$ cat src/rtl/host_read_dma.sv
// Cache-line read engine: issues CCI-P c0 reads for a contiguous host buffer
// and forwards returned lines downstream tagged with their line index.
module host_read_dma #(
   parameter int ADDR_W          = 42,
   parameter int LEN_W           = 16,
   parameter int MAX_OUTSTANDING = 64
) (
   input  logic              clk,
   input  logic              rst,
   input  logic              start,
   input  logic [ADDR_W-1:0] base_addr,
   input  logic [LEN_W-1:0]  num_lines,
   output logic              busy,
   output logic              done,
   output logic              req_valid,
   output logic [ADDR_W-1:0] req_addr,
   output logic [15:0]       req_mdata,
   input  logic              req_almfull,
   input  logic              rsp_valid,
   input  logic [15:0]       rsp_mdata,
   input  logic [511:0]      rsp_data,
   output logic              out_valid,
   output logic [LEN_W-1:0]  out_idx,
   output logic [511:0]      out_data
);

   localparam int OW = $clog2(MAX_OUTSTANDING) + 1;

   typedef enum logic [1:0] {
      IDLE,
      ISSUE,
      DRAIN,
      FIN
   } state_e;

   state_e            state_q;
   logic [ADDR_W-1:0] base_q;
   logic [LEN_W-1:0]  len_q;
   logic [LEN_W-1:0]  issue_cnt_q;
   logic [LEN_W-1:0]  rsp_cnt_q;
   logic [OW-1:0]     outst_q;

   logic              active;
   logic              issue_ok;
   logic              rsp_ok;
   logic              rsp_dec;
   logic [LEN_W-1:0]  issue_cnt_d;
   logic [LEN_W-1:0]  rsp_cnt_d;
   logic [OW-1:0]     outst_d;

   always_comb begin
      active   = (state_q == ISSUE) || (state_q == DRAIN);
      issue_ok = (state_q == ISSUE) && !req_almfull &&
                 (outst_q < OW'(MAX_OUTSTANDING)) &&
                 (issue_cnt_q < len_q);
      rsp_ok   = active && rsp_valid;
      // a response with nothing outstanding is forwarded but never underflows
      rsp_dec  = rsp_ok && (outst_q != '0);
      issue_cnt_d = issue_cnt_q + LEN_W'(issue_ok);
      rsp_cnt_d   = rsp_cnt_q + LEN_W'(rsp_ok);
      outst_d     = outst_q;
      if (issue_ok && !rsp_dec) begin
         outst_d = outst_q + OW'(1);
      end else if (!issue_ok && rsp_dec) begin
         outst_d = outst_q - OW'(1);
      end
   end

   always_ff @(posedge clk or posedge rst) begin
      if (rst) begin
         state_q     <= IDLE;
         base_q      <= '0;
         len_q       <= '0;
         issue_cnt_q <= '0;
         rsp_cnt_q   <= '0;
         outst_q     <= '0;
         busy        <= 1'b0;
         done        <= 1'b0;
         req_valid   <= 1'b0;
         req_addr    <= '0;
         req_mdata   <= '0;
         out_valid   <= 1'b0;
         out_idx     <= '0;
         out_data    <= '0;
      end else begin
         done      <= 1'b0;
         req_valid <= 1'b0;
         out_valid <= rsp_ok;
         if (rsp_ok) begin
            out_idx  <= rsp_mdata[LEN_W-1:0];
            out_data <= rsp_data;
         end
         unique case (state_q)
            IDLE: begin
               if (start) begin
                  base_q      <= base_addr;
                  len_q       <= num_lines;
                  issue_cnt_q <= '0;
                  rsp_cnt_q   <= '0;
                  outst_q     <= '0;
                  busy        <= 1'b1;
                  state_q     <= (num_lines != '0) ? ISSUE : FIN;
               end
            end
            ISSUE, DRAIN: begin
               if (issue_ok) begin
                  req_valid <= 1'b1;
                  req_addr  <= base_q + ADDR_W'(issue_cnt_q);
                  req_mdata <= 16'(issue_cnt_q);
               end
               issue_cnt_q <= issue_cnt_d;
               rsp_cnt_q   <= rsp_cnt_d;
               outst_q     <= outst_d;
               if (issue_cnt_d == len_q && rsp_cnt_d == len_q) begin
                  state_q <= FIN;
               end else if (issue_cnt_d == len_q) begin
                  state_q <= DRAIN;
               end
            end
            FIN: begin
               done    <= 1'b1;
               busy    <= 1'b0;
               state_q <= IDLE;
            end
            default: state_q <= IDLE;
         endcase
      end
   end

endmodule

$ cat config.mk
export PLATFORM = sky130hd
export DESIGN_NAME = host_read_dma
export DESIGN_NICKNAME = d
export VERILOG_FILES = /design/src/rtl/host_read_dma.sv
export SDC_FILE = /design/constraint.sdc
export NUM_CORES = 1
export LEC_CHECK = 0
export BUFFER_PORTS_ARGS = -buffer_cell sky130_fd_sc_hd__buf_2
export CORE_AREA = 2 2 465 467
export DETAILED_ROUTE_END_ITERATION = 12
export DIE_AREA = 0 0 467 469
export REMOVE_ABC_BUFFERS = 1
export SYNTH_ARGS = -nofsm -noshare
export SYNTH_HDL_FRONTEND = slang
export SYNTH_SLANG_ARGS = --single-unit
$ cat constraint.sdc
create_clock -name clk -period 24.2 [get_ports clk]
set_input_delay 4.84 -clock clk [delete_from_list [all_inputs] [get_ports clk]]
set_output_delay 4.84 -clock clk [all_outputs]
set_load 0.01 [all_outputs]
==> results.md <==
- Largest net degree at the start of global routing: 137
- Initial antenna violation count: 263
- Final core utilization: 0.192
- Count of buffers from port buffering: 1180
- WP buf/inv: 5
- Total negative setup slack: 0 ns
- Largest cells by area after synthesis: dfrtp_1 60%, mux2_2 24%, xnor2_1 2.0%, ha_1 2.0%, o21ai_0 1.4%
- Most common cell on crit path: buf_4
- Final setup vio count: 0
- Global route overflow: 0
- WL final: between 150 and 200 mm
- Inserted Clock Buffers: 87
- Netlist cell types: 66
- CTS clk-pin slew, worst paths: 0.06 ns
- VDD IR max: about 160 µV
- Clk pwr share: 0.229
- Crit-path slowest cell: buf_4
- Vias per cell: around 3.7
- CTS H-tree depth: 3
- Share of cells above drive strength 1: 0.599
- Gr usage total: 0.149
- Detail Route Antenna Nets: 0
- Iter 0 DRT Violations: 1491
- Count of pins over their slew limit: 0
- Max incr delay on CP: 0.88 ns
- Clk_skew: approximately 0.028 ns
- Max Cap Viol: 0
- Bufs on Longest Clock Path: 3
- CTS tree: done
- Rel. slew slack: 0.296
- CTS sink count: 689
- Fraction of registers with async set/reset: 1.00
- Static Leak: about 0.019 µW
- Combinational share of power: 0.429
- Synthesis-stage register bit count: 689
- CTS Hold Bufs: 0
- Mapped Area: around 29000 µm²
- Crit Path Class: in2reg
- Die Wd: 467 µm
- Post-synth top cells: 689 x dfrtp_1, 603 x mux2_2, 98 x clkbuf_1, 98 x nand2_1, 83 x o21ai_0
- Root buffer cell: clkbuf_16
- Core region area: 214000 µm²
- Power per cell area: 147 nW/µm²
- Nets: 3872
- Gate Count Post-Synth: ~2100
- Syn Area/Cell: 14.0 µm²
- Share of the synthesized area in the top cell type: 0.600
- Crit path max fanout: 78
- HP Class: reg2reg
- Drt wl/cell: about 28 µm
- Final hold vios: 0
- Unrepaired setup endpoints after global routing: false
- Cell-internal power: 3640 µW
- First-pass GRT wire length: 216 mm
- # Post-CTS Setup Buffers: 0
- Worst setup EP type: flop
- Post_cts resized: 0
- Area grow syn2layout: 43.1%
- Chip Height: 469 µm
- Share of power burned in registers: 0.343
- HPWL Detailed: about 150 mm
- Sw frac: 0.396
- Worst EP required: 24.80 ns
- Status: complete, no violations
- Clock Latency Late Sink: between 0.7 and 0.8 ns
- Initial core utilization: 0.134
- Main synth FF type: dfrtp_1
- Worst-Margin Slew: 1.03 ns
- Number of flops mapped to enable cells by yosys: 0
- Register area share after synthesis: 0.600
- YS warnings: 0
- Post-route minimum period: 8.62 ns
- Number of I/O pins: 1181
- Cell taking the most area after synthesis: dfrtp_1
- Vias in the first global route: 22700
- Via count: 23100
- Psw: 2390 µW
- Worst path cell trace: buf_2 -> and2_4 -> buf_4 -> buf_4 -> buf_4 -> buf_4 -> mux2_2
- # DRC: 0
- Worst Path Arrival: 9.22 ns
- Global placer's final weighted congestion: 0.993
- Most frequent cell after synthesis: dfrtp_1
- Crit share post-route: 0.356
- First-pass DRT Iterations: 7
- Area of the die: 219000 µm²
- Crit path max-delay family: buffers and inverters
- Setup crit start kind: input port
- Num rows: 170
- Maximum clock rate: ~0.12 GHz
[power groups by stage]
| stage | clock network (µW) | logic (µW) | registers, µW |
|---|---|---|---|
| after global placement | 0 | 2630 | 2070 |
| after detailed placement | 0 | 2680 | 2090 |
| after CTS | 1430 | 2680 | 2070 |
| final | 1380 | 2590 | 2070 |
| after floorplan | 0 | 1580 | 2250 |
| after global routing | 1470 | 2790 | 2140 |
[routing by layer]
| metal | track usage | vias to the layer above | wire length (µm) |
|---|---|---|---|
| met1 | 0.139 | 11400 | 53000 |
| li1 | - | 9807 | - |
| met4 | 0.0600 | 96 | 8160 |
| met2 | 0.271 | 1284 | 87000 |
| met5 | 0 | - | 725 |
| met3 | 0.0806 | 529 | 21800 |
[worst reg2reg max path, delay by kind of cell (launching register included)]
kind	cells	cell delay (ns)
flip-flops	1	0.42
buffers and inverters	5	3.30
AND/OR/NAND/NOR	1	0.68
multiplexers	1	0.50
adder cells (fa/ha/maj)	1	0.53
[worst paths after layout]
path	endpoint	start	slack (ns)	cells past startpoint
max	out_data[91]	rsp_valid	15.58	7
min	req_addr[12]	req_addr[12]	0.48	2
max reg2reg	out_data[91]	state_q[0]	18.65	8
min reg2reg	req_addr[12]	req_addr[12]	0.48	2
max in group asynchronous	out_data[434]	rst	16.01	6
min in group asynchronous	out_data[365]	rst	4.28	2
[layout by cell type (no fill, tap or decap), types with 6 or more instances in the layout]
cell type / count
a211oi_1: 10
a21o_1: 16
a21oi_1: 48
a22o_1: 9
a31oi_1: 7
and3_1: 11
buf_2: 1180
buf_4: 26
bufinv_16: 8
clkbuf_1: 16
clkbuf_16: 87
clkbuf_8: 15
clkinv_2: 14
dfrtp_1: 689
diode_2: 54
ha_1: 45
inv_1: 36
mux2_2: 603
nand2_1: 97
nand2b_1: 6
nand3_1: 17
nand4_1: 22
nor2_1: 30
nor3_1: 7
nor4_1: 9
o21a_1: 6
o21ai_0: 82
o21ai_1: 10
o31ai_1: 13
xnor2_1: 66
xor2_1: 22
[cell families (layout without fill, tap and decap cells)]
| family | Yosys count | count (layout) | share of synthesized area |
|---|---|---|---|
| xor+xnor | 88 | 88 | 0.0268 |
| compound gates | 233 | 233 | 0.0499 |
| simple gates | 238 | 238 | 0.0439 |
| flops | 689 | 689 | 0.600 |
| other cells | 0 | 54 | 0 |
| buf+inv | 151 | 1404 | 0.0208 |
| mux | 606 | 606 | 0.238 |
| fa+ha+maj | 47 | 47 | 0.0210 |
[cell type report]
| class | count | area, µm² |
|---|---|---|
| inverter | 37 | 146 |
| antenna | 54 | 135 |
| fill | 23500 | 173000 |
| tap | 2838 | 3550 |
| clock inverter | 42 | 567 |
| sequential | 689 | 17200 |
| timing repair buffer | 1207 | 6120 |
| multi-input combinational | 1212 | 10900 |
| clock buffer | 118 | 2440 |
[state kept, by name, summed over array words and instances (netlist names), 16 cells and up]
name,count
out_data,512
base_q,42
req_addr,42
issue_cnt_q,16
len_q,16
out_idx,16
req_mdata,16
rsp_cnt_q,16
[per-stage QoR]
stage	total power, µW	instance area (µm²)	std cells	hold WS [ns]	worst slack (ns)
4_1_cts	6180	41000	6143	0.482	15.63
6_report	6040	41100	6197	0.476	15.58
3_5_place_dp	4760	38000	5983	0.469	14.80
2_1_floorplan	3830	28300	1938	0.465	0.0417
5_1_grt	6400	41000	6161	0.503	15.28
3_3_place_gp	4700	38000	5983	0.461	14.95
No activity file was read; power rests on OpenSTA's default activity.
